===== src/rtl/trunc_err_monitor.sv =====
`default_nettype none
// +----------------------------------------------------------------------------+
// | Module      : trunc_err_monitor                                            |
// | Description : Measures the error of a truncated multiplier. Each beat      |
// |               gives the operands and the truncated result from the unit   |
// |               under test. The monitor forms the exact product, takes its   |
// |               top RESULT_BIT_WIDTH bits as the ideal value, and collects   |
// |               statistics on |ideal - result_trunc| over num_samples beats. |
// | Ports       : clk, reset (async, active-low)                               |
// |               start, num_samples         - run control                     |
// |               in_valid/in_ready, op_x, op_y, result_trunc - beat stream    |
// |               busy, done                 - run status                      |
// |               sample_count, mismatch_count, err_max, err_sum - statistics  |
// | Revision    : 1.0 - initial release                                        |
// +----------------------------------------------------------------------------+
module trunc_err_monitor #(
  parameter int BIT_WIDTH        = 6,
  parameter int RESULT_BIT_WIDTH = 8,
  parameter int COUNT_WIDTH      = 16,
  parameter int SUM_WIDTH        = 24
) (
  input  logic                        clk,
  input  logic                        reset,
  input  logic                        start,
  input  logic [COUNT_WIDTH-1:0]      num_samples,
  input  logic                        in_valid,
  output logic                        in_ready,
  input  logic [BIT_WIDTH-1:0]        op_x,
  input  logic [BIT_WIDTH-1:0]        op_y,
  input  logic [RESULT_BIT_WIDTH-1:0] result_trunc,
  output logic                        busy,
  output logic                        done,
  output logic [COUNT_WIDTH-1:0]      sample_count,
  output logic [COUNT_WIDTH-1:0]      mismatch_count,
  output logic [RESULT_BIT_WIDTH-1:0] err_max,
  output logic [SUM_WIDTH-1:0]        err_sum
);

  typedef enum logic [1:0] {
    IDLE  = 2'd0,
    RUN   = 2'd1,
    DRAIN = 2'd2,
    DONE  = 2'd3
  } state_t;

  // Adder width large enough that sum + err never overflows before saturation.
  localparam int ADD_W = ((SUM_WIDTH > RESULT_BIT_WIDTH) ? SUM_WIDTH : RESULT_BIT_WIDTH) + 1;
  localparam logic [ADD_W-1:0] C_SUM_MAX = {{(ADD_W-SUM_WIDTH){1'b0}}, {SUM_WIDTH{1'b1}}};
  localparam logic [COUNT_WIDTH-1:0] C_CNT_MAX = {COUNT_WIDTH{1'b1}};
  localparam logic [COUNT_WIDTH-1:0] C_CNT_ONE = COUNT_WIDTH'(1);

  state_t                      r_state;
  state_t                      w_state_next;
  logic                        r_drain_cnt;
  logic [COUNT_WIDTH-1:0]      r_beats_left;

  logic                        r_s1_valid;
  logic [BIT_WIDTH-1:0]        r_s1_x;
  logic [BIT_WIDTH-1:0]        r_s1_y;
  logic [RESULT_BIT_WIDTH-1:0] r_s1_res;
  logic                        r_s2_valid;
  logic [RESULT_BIT_WIDTH-1:0] r_s2_err;

  logic                        w_accept;
  logic                        w_start_ok;
  logic [2*BIT_WIDTH-1:0]      w_product;
  logic [RESULT_BIT_WIDTH-1:0] w_ideal;
  logic [RESULT_BIT_WIDTH-1:0] w_err;
  logic [ADD_W-1:0]            w_sum_ext;

  assign w_accept   = in_valid && (r_state == RUN);
  assign w_start_ok = start && ((r_state == IDLE) || (r_state == DONE));

  // ---------------------------------------------------------------- FSM
  always_ff @(posedge clk or negedge reset) begin
    if (!reset) begin
      r_state <= IDLE;
    end else begin
      r_state <= w_state_next;
    end
  end

  always_comb begin
    w_state_next = r_state;
    in_ready     = 1'b0;
    busy         = 1'b0;
    done         = 1'b0;
    case (r_state)
      IDLE, DONE: begin
        done = (r_state == DONE);
        if (start) begin
          w_state_next = (num_samples == '0) ? DONE : RUN;
        end
      end
      RUN: begin
        in_ready = 1'b1;
        busy     = 1'b1;
        if (in_valid && (r_beats_left == C_CNT_ONE)) begin
          w_state_next = DRAIN;
        end
      end
      DRAIN: begin
        busy = 1'b1;
        // Two DRAIN cycles let the last beat reach the statistics stage, so
        // DONE entry lines up with its update.
        if (r_drain_cnt) begin
          w_state_next = DONE;
        end
      end
      default: w_state_next = IDLE;
    endcase
  end

  always_ff @(posedge clk or negedge reset) begin
    if (!reset) begin
      r_drain_cnt  <= 1'b0;
      r_beats_left <= '0;
    end else begin
      r_drain_cnt <= (r_state == DRAIN);
      if (w_start_ok) begin
        r_beats_left <= num_samples;
      end else if (w_accept) begin
        r_beats_left <= r_beats_left - C_CNT_ONE;
      end
    end
  end

  // ---------------------------------------------------------------- pipeline
  assign w_product = {{BIT_WIDTH{1'b0}}, r_s1_x} * {{BIT_WIDTH{1'b0}}, r_s1_y};
  assign w_ideal   = w_product[2*BIT_WIDTH-1 -: RESULT_BIT_WIDTH];
  assign w_err     = (w_ideal >= r_s1_res) ? (w_ideal - r_s1_res) : (r_s1_res - w_ideal);

  // A start clears the valid flags so nothing from a previous run leaks in.
  always_ff @(posedge clk or negedge reset) begin
    if (!reset) begin
      r_s1_valid <= 1'b0;
      r_s1_x     <= '0;
      r_s1_y     <= '0;
      r_s1_res   <= '0;
      r_s2_valid <= 1'b0;
      r_s2_err   <= '0;
    end else begin
      r_s1_valid <= w_accept && !w_start_ok;
      r_s2_valid <= r_s1_valid && !w_start_ok;
      if (w_accept) begin
        r_s1_x   <= op_x;
        r_s1_y   <= op_y;
        r_s1_res <= result_trunc;
      end
      r_s2_err <= w_err;
    end
  end

  // ---------------------------------------------------------------- statistics
  assign w_sum_ext = {{(ADD_W-SUM_WIDTH){1'b0}}, err_sum}
                   + {{(ADD_W-RESULT_BIT_WIDTH){1'b0}}, r_s2_err};

  always_ff @(posedge clk or negedge reset) begin
    if (!reset) begin
      sample_count   <= '0;
      mismatch_count <= '0;
      err_max        <= '0;
      err_sum        <= '0;
    end else if (w_start_ok) begin
      sample_count   <= '0;
      mismatch_count <= '0;
      err_max        <= '0;
      err_sum        <= '0;
    end else if (r_s2_valid) begin
      if (sample_count != C_CNT_MAX) begin
        sample_count <= sample_count + C_CNT_ONE;
      end
      if ((r_s2_err != '0) && (mismatch_count != C_CNT_MAX)) begin
        mismatch_count <= mismatch_count + C_CNT_ONE;
      end
      if (r_s2_err > err_max) begin
        err_max <= r_s2_err;
      end
      err_sum <= (w_sum_ext > C_SUM_MAX) ? {SUM_WIDTH{1'b1}} : w_sum_ext[SUM_WIDTH-1:0];
    end
  end

endmodule
`default_nettype wire


===== config.mk =====
export PLATFORM = sky130hd
export DESIGN_NAME = trunc_err_monitor
export DESIGN_NICKNAME = d
export VERILOG_FILES = /design/src/rtl/trunc_err_monitor.sv
export SDC_FILE = /design/constraint.sdc
export NUM_CORES = 1
export LEC_CHECK = 0
export ABC_AREA = 1
export BUFFER_PORTS_ARGS = -buffer_cell sky130_fd_sc_hd__buf_2
export CAP_MARGIN = 40
export CORE_MARGIN = 10
export CORE_UTILIZATION = 45
export CTS_CLUSTER_DIAMETER = 120
export CTS_CLUSTER_SIZE = 40
export DETAILED_ROUTE_END_ITERATION = 16
export GPL_ROUTABILITY_DRIVEN = 0
export HOLD_SLACK_MARGIN = 0.02
export SYNTH_ARGS = -nofsm -noshare
export SYNTH_HDL_FRONTEND = slang
export SYNTH_SLANG_ARGS = --single-unit

===== constraint.sdc =====
create_clock -name clk -period 11.56 [get_ports clk]
set_clock_uncertainty 0.2 [all_clocks]
set_input_delay 1.156 -clock clk [delete_from_list [all_inputs] [get_ports clk]]
set_output_delay 1.156 -clock clk [all_outputs]
set_load 0.01 [all_outputs]

==> impl_metrics.csv, run 1 <==
group,metric,value,unit
cells_and_area,design_area,10000,µm²
logic_synthesis,complex_gate_fraction_of_the_synthesized_area,7.51,%
logic_synthesis,ys_types,46,
setup_path,cp_cell_sequence,"nand2_1 > inv_1 > fa_1 > fa_1 > inv_1 > fa_1 > inv_1 > ha_1 > a21oi_1 > o21ai_0 > nand2_1 > nand2_1 > a21oi_1 > xor2_1 > inv_1 > ha_1 > nand2_1 > nor2_1 > nand4_1 > nand3_2 > inv_1 > nand2_1 > nand2_1",
cells_and_area,drive_above_1_share,14.6,%
hold_path,holdCritPathClass,"flop to flop",
hold_path,whs_path_depth,2,
floorplanning,dieHeight,159,µm
setup_path,timing.critical_path.mode_cell,"sky130_fd_sc_hd__nand2_1",
cells_and_area,layout.cells.most_common,"sky130_fd_sc_hd__nand2_1",
cells_and_area,fillCellCount,1836,
clocking,hold_fix_buffer_count_after_cts,0,
setup_path,crit_slowest_cell,"sky130_fd_sc_hd__fa_1",
grt,grt_pass1_vias,7461,
place,dpl.hpwl,16.5,mm
drt,vias_per_cell,4.96,
clocking,cts-htree-levels,4,
timing,fmax,198,MHz
clocking,post_cts_resize_count,0,
floorplanning,initial_core_util,45.9,%
grt,grt_start_max_net_pins,61,
floorplanning,chipWidth,159,µm
logic_synthesis,post_synth_xor_xnor_area,5.16,%
setup_path,cp_top_family,"adder cells",
timing,fin_crit_sh,43.6,%
timing,setup_total_negative_slack,0,ns
cells_and_area,share_of_the_core_filled_with_cells_in_the_final_layout,53.1,%
cells_and_area,flow.area_growth_from_synthesis,15.6,%
logic_synthesis,syn_area_per_cell,7.36,µm²
logic_synthesis,synth_top_cell_by_area,"sky130_fd_sc_hd__dfrtp_1",
drt,drt_first_pass_iters,7,
setup_path,arrival,5.14,ns
logic_synthesis,synth-edff-count,0,
floorplanning,core_region_area,18800,µm²
floorplanning,number_of_placement_rows,50,
setup_path,total_number_of_cells_along_the_worst_setup_path,23,
place,placed_cell_area,9410,µm²
clocking,clkSlewWorstSetupHoldPaths,0.06,ns
timing,slew_at_the_pin_with_the_worst_max_slew_slack,0.813,ns
logic_synthesis,syn-cell-area,8650,µm²
cells_and_area,sequential_cell_area,2830,µm²
logic_synthesis,netlist_top_cells_area,"sky130_fd_sc_hd__dfrtp_1 33%, sky130_fd_sc_hd__nand2_1 15%, sky130_fd_sc_hd__ha_1 8.1%",
logic_synthesis,post_synth_adder_cell_area,12.7,%
drt,detail_route.wirelength,21.5,mm
place,port-buffer-count,106,
grt,gr-total-overflow,0,
logic_synthesis,synthArstFlopShare,100,%
timing,finalCriticalPeriod,5.04,ns
timing,rsz0062_at_grt,"no",
cells_and_area,mostFrequentLayoutCells,"355 x sky130_fd_sc_hd__nand2_1, 170 x sky130_fd_sc_hd__inv_1, 113 x sky130_fd_sc_hd__dfrtp_1",
setup_path,critical_path_peak_fanout,9,
grt,track_usage,17.6,%
place,dpl.cell_count,1519,
setup_path,criticalPathCategory,"flop to flop",
logic_synthesis,postSynth.topFlopCell,"sky130_fd_sc_hd__dfrtp_1",
run,timing.max_cap.violations,0,
clocking,clock_insertion_delay_worst_skew,0.42,ns
timing,slew-limit-headroom,45.7,%
logic_synthesis,netlist_instances,1175,
setup_path,cp_data_required_time,11.66,ns
logic_synthesis,synth_top_family_by_area,"simple AND/OR/NAND/NOR gates",
clocking,post-cts-setup-buffers,0,
run_status,outcome,"finished, final reports clean",
drt,ant_nets,0,
setup_path,crit_path_start_kind,"flop",
logic_synthesis,synth_top_area_share,32.7,%
drt,detailed_route_drc_error_count,0,
clocking,tritoncts_buffer_count,17,
logic_synthesis,postSynthRegisterBits,113,
drt,num_vias,7697,
timing,setup-violations-final,0,
setup_path,timing.critical_path.slowest_cell_delay,0.55,ns
cells_and_area,final_cells,1551,
logic_synthesis,yosys_warnings,0,
timing,slew_violations,0,
setup_path,worstPathBufferInverterCount,5,
setup_path,r2r.worst_path.cells,23,
logic_synthesis,synth.yosys.seq_area_share,32.7,%
logic_synthesis,synthSimpleGateAreaFrac,30.9,%
clocking,cts_buffer_depth,2,
clocking,root_buffer,"sky130_fd_sc_hd__clkbuf_16",
logic_synthesis,muxShareOfSynthArea,1.56,%
setup_path,critical_path.reg2reg.startpoint,"r_s1_x[1]$_DFFE_PN0P_",
setup_path,worst_setup_sp,"r_s1_x[1]$_DFFE_PN0P_",
hold_path,worst_hold_startpoint,"r_s1_valid$_DFF_PN0_",
floorplanning,io-pin-count,107,
grt,number_of_antenna_violations_at_the_first_check_in_global_routing,0,
cells_and_area,total_number_of_nets_in_the_final_design,1394,
floorplanning,fp.dieArea,25200,µm²
drt,drt-wirelength-per-cell,13.8,µm
drt,drt-initial-drc-count,311,
timing,hold_viol,0,
clocking,cts_tree,"done",
logic_synthesis,syn-num-nets,1291,
cells_and_area,antenna_cells_inserted,0,
clocking,clock_sinks,113,
grt,grt_first_pass_wirelength,36.2,mm
cells_and_area,multiInputGateArea,5010,µm²
setup_path,crit_path_end_kind,"flop",
flip-flops by register name (all words and copies together) (netlist names), 2 cells and up:
register        count
r_s2_err            8
err_max             8
mismatch_count     16
r_s1_y              6
err_sum            24
r_beats_left       16
sample_count       16
r_s1_x              6
r_state             2
r_s1_res            8
cell type report:
class	count	share of cell area, %
Sequential cell	113	28.3
Clock buffer	18	4.39
Inverter	175	6.57
Tap cell	260	3.25
Multi-Input combinational cell	860	50.0
Timing Repair Buffer	111	5.90
Clock inverter	14	1.58
path summary, 6_finish.rpt:
kind	end	slack (ns)
min	r_s2_valid$_DFF_PN0_	0.26
min in group asynchronous	err_sum[20]$_DFFE_PN0P_	0.61
max reg2reg	r_s2_err[7]$_DFF_PN0_	6.52
max in group asynchronous	err_max[6]$_DFFE_PN0P_	9.37
max	r_s2_err[7]$_DFF_PN0_	6.52
min reg2reg	r_s2_valid$_DFF_PN0_	0.26
kinds of logic (layout without fill, tap and decap cells):
family | count (synthesis) | in the layout
DFF | 113 | 113
xor gates and xnor gates | 51 | 51
adders and majority gates | 76 | 76
and+or+nand+nor | 613 | 613
AOI/OAI and AO/OA | 108 | 108
buffers and inverters | 202 | 318
muxes | 12 | 12
per-layer routing:
metal | wire length, µm | GRT usage [%]
met4 | 229 | 5.29
met2 | 10300 | 29.3
met1 | 10100 | 23.0
met5 | 0 | 0
met3 | 842 | 2.78
cells in the mapped netlist, types with 18 or more instances:
cell and n:
sky130_fd_sc_hd__nand3_1 74, sky130_fd_sc_hd__nor3_1 18, sky130_fd_sc_hd__xor2_1 35, sky130_fd_sc_hd__dfrtp_1 113, sky130_fd_sc_hd__inv_1 170, sky130_fd_sc_hd__nand2_1 356, sky130_fd_sc_hd__nand4_1 36, sky130_fd_sc_hd__ha_1 56
sky130_fd_sc_hd__o21ai_0 29, sky130_fd_sc_hd__a21oi_1 33, sky130_fd_sc_hd__nor2_1 94, sky130_fd_sc_hd__fa_1 20
worst register-to-register path, stage by stage (launching register included):
cell and delay (ns):
sky130_fd_sc_hd__dfrtp_1 0.44, sky130_fd_sc_hd__nand2_1 0.10, sky130_fd_sc_hd__inv_1 0.05, sky130_fd_sc_hd__fa_1 0.50, sky130_fd_sc_hd__fa_1 0.55, sky130_fd_sc_hd__inv_1 0.05
sky130_fd_sc_hd__fa_1 0.52, sky130_fd_sc_hd__inv_1 0.04, sky130_fd_sc_hd__ha_1 0.33, sky130_fd_sc_hd__a21oi_1 0.15, sky130_fd_sc_hd__o21ai_0 0.18, sky130_fd_sc_hd__nand2_1 0.10
sky130_fd_sc_hd__nand2_1 0.05, sky130_fd_sc_hd__a21oi_1 0.14, sky130_fd_sc_hd__xor2_1 0.25, sky130_fd_sc_hd__inv_1 0.07, sky130_fd_sc_hd__ha_1 0.40, sky130_fd_sc_hd__nand2_1 0.10
sky130_fd_sc_hd__nor2_1 0.15, sky130_fd_sc_hd__nand4_1 0.12, sky130_fd_sc_hd__nand3_2 0.18, sky130_fd_sc_hd__inv_1 0.13, sky130_fd_sc_hd__nand2_1 0.08, sky130_fd_sc_hd__nand2_1 0.05
metrics by stage:
step / hold slack [ns] / setup WS [ns]
CTS: 0.274 / 6.51
global placement: 0.265 / 6.66
floorplan: 0.248 / 6.83
detailed placement: 0.267 / 6.52
finish: 0.264 / 6.52
global route: 0.304 / 6.15
Power of run 1 is left out: the tool's default activity adds up to more than one toggle a clock period on the data nets, which glitch-free logic cannot reach.
==> run 2: changes to the inputs <==
- clock period: 11.56 -> 5.1 ns (I/O delays scaled with it)
==> run 2 against run 1 <==
Effect of this change:
- final area increased by 1.0%
- register-to-register slack got worse by 6.2 ns
- non-clock buffer count increased by 7
- final cell count increased by 0.39%
- hold slack got worse by 0.13 ns
- clock-buffer cell count unchanged
- setup slack got worse by 6.2 ns
- die area unchanged
- critical endpoint is now r_s2_err[3]$_DFF_PN0_
- highest routed layer unchanged
==> impl_metrics.csv, run 2 (synthesis results as in run 1) <==
group,metric,value,unit
floorplanning,dieHeight,159,µm
timing,fmax,208,MHz
timing,hold_viol,0,
grt,grt_first_pass_wirelength,36.6,mm
setup_path,cp_cell_sequence,"nand2_1 > inv_1 > fa_1 > inv_1 > fa_1 > fa_1 > inv_1 > ha_1 > nand2_1 > o21ai_1 > nand2_1 > nand2_1 > a21oi_2 > xor2_1 > inv_1 > ha_4 > a21o_1 > a31oi_2 > nand3_4 > buf_4 > nand2_1 > nand2_1",
run,timing.max_cap.violations,0,
setup_path,arrival,4.92,ns
clocking,clkSlewWorstSetupHoldPaths,0.06,ns
place,dpl.hpwl,16.9,mm
timing,setup_slack,0.289,ns
cells_and_area,total_number_of_nets_in_the_final_design,1401,
cells_and_area,antenna_cells_inserted,0,
drt,drt-initial-drc-count,381,
drt,num_vias,7703,
setup_path,critical_path.reg2reg.startpoint,"r_s1_y[2]$_DFFE_PN0P_",
cells_and_area,most_flop_heavy_register,"err_sum",
drt,detail_route.wirelength,21.9,mm
setup_path,criticalPathCategory,"flop to flop",
grt,grt_pass1_vias,7505,
clocking,cts-htree-levels,4,
timing,slew-limit-headroom,51.7,%
place,placed_cell_area,9420,µm²
setup_path,reg2reg_setup_slack,0.29,ns
drt,drt_first_pass_iters,5,
grt,track_usage,18.0,%
clocking,cts_tree,"done",
hold_path,worst_hold_startpoint,"op_x[0]",
clocking,clock_insertion_delay_worst_skew,0.42,ns
place,port-buffer-count,106,
setup_path,critical_path_peak_fanout,7,
cells_and_area,largest_reg_flops,24,
timing,slew_violations,0,
clocking,clock_sinks,113,
place,place_worst_setup_slack,0.0688,ns
setup_path,timing.critical_path.slowest_cell_delay,0.54,ns
clocking,cts_buffer_depth,2,
drt,vias_per_cell,4.95,
hold_path,holdCritPathClass,"primary input to flop",
setup_path,worst_setup_sp,"r_s1_y[2]$_DFFE_PN0P_",
drt,detailed_route_drc_error_count,0,
cells_and_area,fillCellCount,1880,
cells_and_area,layout.cells.most_common,"sky130_fd_sc_hd__nand2_1",
cells_and_area,mostFrequentLayoutCells,"355 x sky130_fd_sc_hd__nand2_1, 169 x sky130_fd_sc_hd__inv_1, 108 x sky130_fd_sc_hd__dfrtp_1",
timing,finalCriticalPeriod,4.81,ns
cells_and_area,design_area,10100,µm²
drt,ant_nets,0,
timing,setup-violations-final,0,
floorplanning,core_region_area,18800,µm²
run_status,outcome,"finished, final reports clean",
timing,slew_at_the_pin_with_the_worst_max_slew_slack,0.724,ns
floorplanning,number_of_placement_rows,50,
floorplanning,initial_core_util,45.9,%
floorplanning,io-pin-count,107,
setup_path,crit_path_start_kind,"flop",
floorplanning,fp.dieArea,25200,µm²
setup_path,crit_slowest_cell,"sky130_fd_sc_hd__fa_1",
setup_path,crit_path_end_kind,"flop",
setup_path,timing.critical_path.mode_cell,"sky130_fd_sc_hd__nand2_1",
timing,fin_crit_sh,94.3,%
cells_and_area,drive_above_1_share,16.0,%
grt,number_of_antenna_violations_at_the_first_check_in_global_routing,0,
floorplanning,chipWidth,159,µm
clocking,root_buffer,"sky130_fd_sc_hd__clkbuf_16",
cells_and_area,flow.area_growth_from_synthesis,16.8,%
grt,gr-total-overflow,0,
clocking,tritoncts_buffer_count,17,
grt,grt_start_max_net_pins,51,
drt,drt-wirelength-per-cell,14.0,µm
setup_path,cp_data_required_time,5.21,ns
[run 2: metal layers]
layer	track usage, %	wire length (µm)
met5	0	0
met4	5.03	281
met3	3.32	954
met2	30.1	10600
met1	23.2	9980
[run 2: layout make-up]
type,count,area [µm²],area share (%)
repair buffers,118,633,6.26
multi-input cells,860,5050,50.0
clock inverters,13,164,1.62
inverters,175,657,6.50
clock buffers,18,439,4.35
flip-flops and latches,113,2830,28.0
well taps,260,325,3.22
[run 2: critical path: cells and delay by family (launching register included)]
family	cells	cell delay, ns
AOI/OAI and AO/OA	4	0.67
xor gates and xnor gates	1	0.24
adders and majority gates	5	2.15
buffers and inverters	5	0.43
DFF	1	0.45
and+or+nand+nor	7	0.57
[run 2: path summary, 6_finish.rpt]
path                                                 to  depth (start not counted)
worst max-delay path              r_s2_err[3]$_DFF_PN0_                         22
worst min-delay path              r_s1_x[0]$_DFFE_PN0P_                          2
worst max register to register    r_s2_err[3]$_DFF_PN0_                         22
worst min register to register     r_s2_valid$_DFF_PN0_                          2
max in group asynchronous         r_s1_y[5]$_DFFE_PN0P_                          3
min in group asynchronous       err_sum[14]$_DFFE_PN0P_                          2
[run 2: through the flow]
| stage | hold WS (ns) | TNS, ns | instances | utilization, % |
|---|---|---|---|---|
| 5_1_grt | 0.109 | -0.0681 | 1557 | 53.7 |
| 3_5_place_dp | 0.271 | 0 | 1522 | 50.0 |
| 6_report | 0.129 | 0 | 1557 | 53.7 |
| 3_3_place_gp | 0.265 | 0 | 1520 | 49.9 |
| 2_1_floorplan | 0.0144 | 0 | 1175 | - |
| 4_1_cts | 0.110 | 0 | 1554 | 53.3 |
[run 2: repair_timing]
item	in CTS	in global routing
hold endpoints to repair	48	0
hold buffers	1	0
endpoints found under the setup margin	0	7
setup buffers	0	3
gates resized for setup	0	19
Power of run 2 is left out for the same reason.
==> run 3: changes to the inputs <==
- CORE_UTILIZATION: 45 -> 50
- CTS_BUF_LIST: unset -> sky130_fd_sc_hd__clkbuf_16
- PLACE_DENSITY: unset -> 0.7
==> run 3 against run 2 <==
Effect of this change:
- sequential cell count unchanged
- fmax down 0.53%
- first-iteration DRC count down 12%
- critical path depth unchanged
- sequential share of layout area down 0.052 points
- register-to-register slack worse by 0.03 ns
- global-route usage up 1.3 points
- non-clock buffer count down 3
- core utilization up 5.5 points
==> impl_metrics.csv, run 3 (synthesis results as in run 1) <==
group,metric,value,unit
run_status,outcome,"finished, final reports clean",
setup_path,worstPathBufferInverterCount,5,
floorplanning,dieHeight,152,µm
setup_path,crit_path_end_kind,"flop",
cells_and_area,most_flop_heavy_register,"err_sum",
timing,setup_total_negative_slack,0,ns
cells_and_area,antenna_cells_inserted,0,
drt,num_vias,7820,
grt,grt_start_max_net_pins,46,
clocking,tritoncts_buffer_count,17,
cells_and_area,layout.cells.most_common,"sky130_fd_sc_hd__nand2_1",
setup_path,cp_top_family,"adder cells",
timing,fin_crit_sh,94.8,%
timing,fin_hold_ws,0.126,ns
timing,hold_viol,0,
floorplanning,fp.dieArea,23000,µm²
grt,grt_first_pass_wirelength,36.4,mm
grt,gr-total-overflow,0,
setup_path,crit_path_start_kind,"flop",
drt,drt-initial-drc-count,334,
timing,setup-violations-final,0,
floorplanning,core_region_area,17100,µm²
clocking,root_buffer,"sky130_fd_sc_hd__clkbuf_16",
setup_path,criticalPathCategory,"flop to flop",
hold_path,holdCritPathClass,"primary input to flop",
setup_path,critical_path_peak_fanout,7,
floorplanning,number_of_placement_rows,48,
drt,detail_route.wirelength,21.7,mm
timing,fmax,207,MHz
cells_and_area,final_cells,1520,
cells_and_area,drive_above_1_share,15.8,%
place,dpl.hpwl,16.5,mm
setup_path,arrival,4.98,ns
drt,vias_per_cell,5.14,
timing,rsz0062_at_grt,"no",
timing,slew_violations,0,
place,dpl.cell_count,1485,
setup_path,crit_slowest_cell,"sky130_fd_sc_hd__fa_1",
grt,grt_pass1_vias,7660,
drt,drt-wirelength-per-cell,14.3,µm
drt,ant_nets,0,
drt,detailed_route_drc_error_count,0,
timing,finalCriticalPeriod,4.84,ns
drt,drt_first_pass_iters,5,
floorplanning,chipWidth,152,µm
place,port-buffer-count,106,
floorplanning,io-pin-count,107,
cells_and_area,total_number_of_nets_in_the_final_design,1398,
clocking,clock_sinks,113,
timing,slew_at_the_pin_with_the_worst_max_slew_slack,0.878,ns
cells_and_area,flow.area_growth_from_synthesis,17.0,%
clocking,cts_tree,"done",
clocking,cts_buffer_depth,2,
clocking,clock_insertion_delay_worst_skew,0.41,ns
floorplanning,initial_core_util,50.5,%
grt,track_usage,19.3,%
timing,slew-limit-headroom,41.3,%
setup_path,timing.critical_path.mode_cell,"sky130_fd_sc_hd__nand2_1",
cells_and_area,largest_reg_flops,24,
clocking,cts-htree-levels,4,
clocking,clkSlewWorstSetupHoldPaths,0.06,ns
grt,number_of_antenna_violations_at_the_first_check_in_global_routing,0,
setup_path,cp_data_required_time,5.24,ns
place,placed_cell_area,9380,µm²
cells_and_area,mostFrequentLayoutCells,"355 x sky130_fd_sc_hd__nand2_1, 170 x sky130_fd_sc_hd__inv_1, 108 x sky130_fd_sc_hd__dfrtp_1",
run,timing.max_cap.violations,0,
cells_and_area,design_area,10100,µm²
setup_path,timing.critical_path.slowest_cell_delay,0.56,ns
setup_path,cp_cell_sequence,"nand2_1 > inv_1 > fa_1 > inv_1 > fa_1 > fa_1 > inv_1 > ha_1 > nand2_1 > o21ai_2 > nand2_1 > nand2_1 > a21oi_1 > xor2_1 > inv_1 > ha_4 > a21o_1 > a31oi_1 > nand3_4 > inv_1 > nand2_1 > nand2_1",
[run 3: cell count changes in the layout (fill, tap and decap cells not counted), moves of 2 or more]
cell,change
sky130_fd_sc_hd__clkinvlp_4,-2
sky130_fd_sc_hd__o21ai_2,+3
sky130_fd_sc_hd__o21ai_1,-3
sky130_fd_sc_hd__buf_4,-5
sky130_fd_sc_hd__bufinv_16,+2
sky130_fd_sc_hd__clkinv_1,+2
[run 3: repair_timing]
item	in CTS	in global routing
resized for setup	0	20
hold buffers	1	0
hold endpoints to repair	31	0
endpoints found under the setup margin	0	7
setup buffers	0	2
[run 3: layout make-up]
class | instances | area [µm²]
clock inverters | 15 | 216
well taps | 225 | 282
flip-flops and latches | 113 | 2830
clock buffers | 17 | 425
fillers | 1595 | 6990
repair buffers | 115 | 643
multi-input cells | 860 | 5070
inverters | 175 | 657
[run 3: per-stage QoR]
step / setup slack (ns) / utilization [%]
final: 0.263 / 59.2
after global routing: 0.0193 / 59.2
after CTS: 0.0404 / 58.6
after detailed placement: 0.0822 / 54.8
after global placement: 0.209 / 54.5
after floorplan: 0.371 / -
[run 3: path summary, 6_finish.rpt]
| check | start | to | slack [ns] | cells past startpoint |
|---|---|---|---|---|
| min in group asynchronous | reset | err_sum[20]$_DFFE_PN0P_ | 0.38 | 2 |
| setup reg to reg | r_s1_y[2]$_DFFE_PN0P_ | r_s2_err[6]$_DFF_PN0_ | 0.26 | 22 |
| setup / recovery | r_s1_y[2]$_DFFE_PN0P_ | r_s2_err[6]$_DFF_PN0_ | 0.26 | 22 |
| max in group asynchronous | reset | err_max[6]$_DFFE_PN0P_ | 3.19 | 4 |
| hold / removal | op_y[3] | r_s1_y[3]$_DFFE_PN0P_ | 0.13 | 2 |
| hold reg to reg | r_s1_valid$_DFF_PN0_ | r_s2_valid$_DFF_PN0_ | 0.27 | 2 |
[run 3: per-layer routing]
metal | vias up | share of wire (%) | global-route usage (%) | wire [µm]
li1 | 3970 | - | - | -
met3 | 30 | 4.9 | 3.95 | 1080
met5 | - | 0 | 0 | 0
met2 | 175 | 50 | 33.7 | 10800
met1 | 3645 | 43 | 23.3 | 9430
met4 | 0 | 1.8 | 6.01 | 401
[run 3: worst reg2reg max path: stages (launching register included)]
cell,delay (ns)
sky130_fd_sc_hd__dfrtp_1,0.44
sky130_fd_sc_hd__nand2_1,0.10
sky130_fd_sc_hd__inv_1,0.05
sky130_fd_sc_hd__fa_1,0.52
sky130_fd_sc_hd__inv_1,0.05
sky130_fd_sc_hd__fa_1,0.48
sky130_fd_sc_hd__fa_1,0.56
sky130_fd_sc_hd__inv_1,0.05
sky130_fd_sc_hd__ha_1,0.37
sky130_fd_sc_hd__nand2_1,0.09
sky130_fd_sc_hd__o21ai_2,0.18
sky130_fd_sc_hd__nand2_1,0.07
sky130_fd_sc_hd__nand2_1,0.06
sky130_fd_sc_hd__a21oi_1,0.07
sky130_fd_sc_hd__xor2_1,0.23
sky130_fd_sc_hd__inv_1,0.12
sky130_fd_sc_hd__ha_4,0.26
sky130_fd_sc_hd__a21o_1,0.18
sky130_fd_sc_hd__a31oi_1,0.24
sky130_fd_sc_hd__nand3_4,0.14
sky130_fd_sc_hd__inv_1,0.18
sky130_fd_sc_hd__nand2_1,0.07
sky130_fd_sc_hd__nand2_1,0.08
Power of run 3 is left out for the same reason.
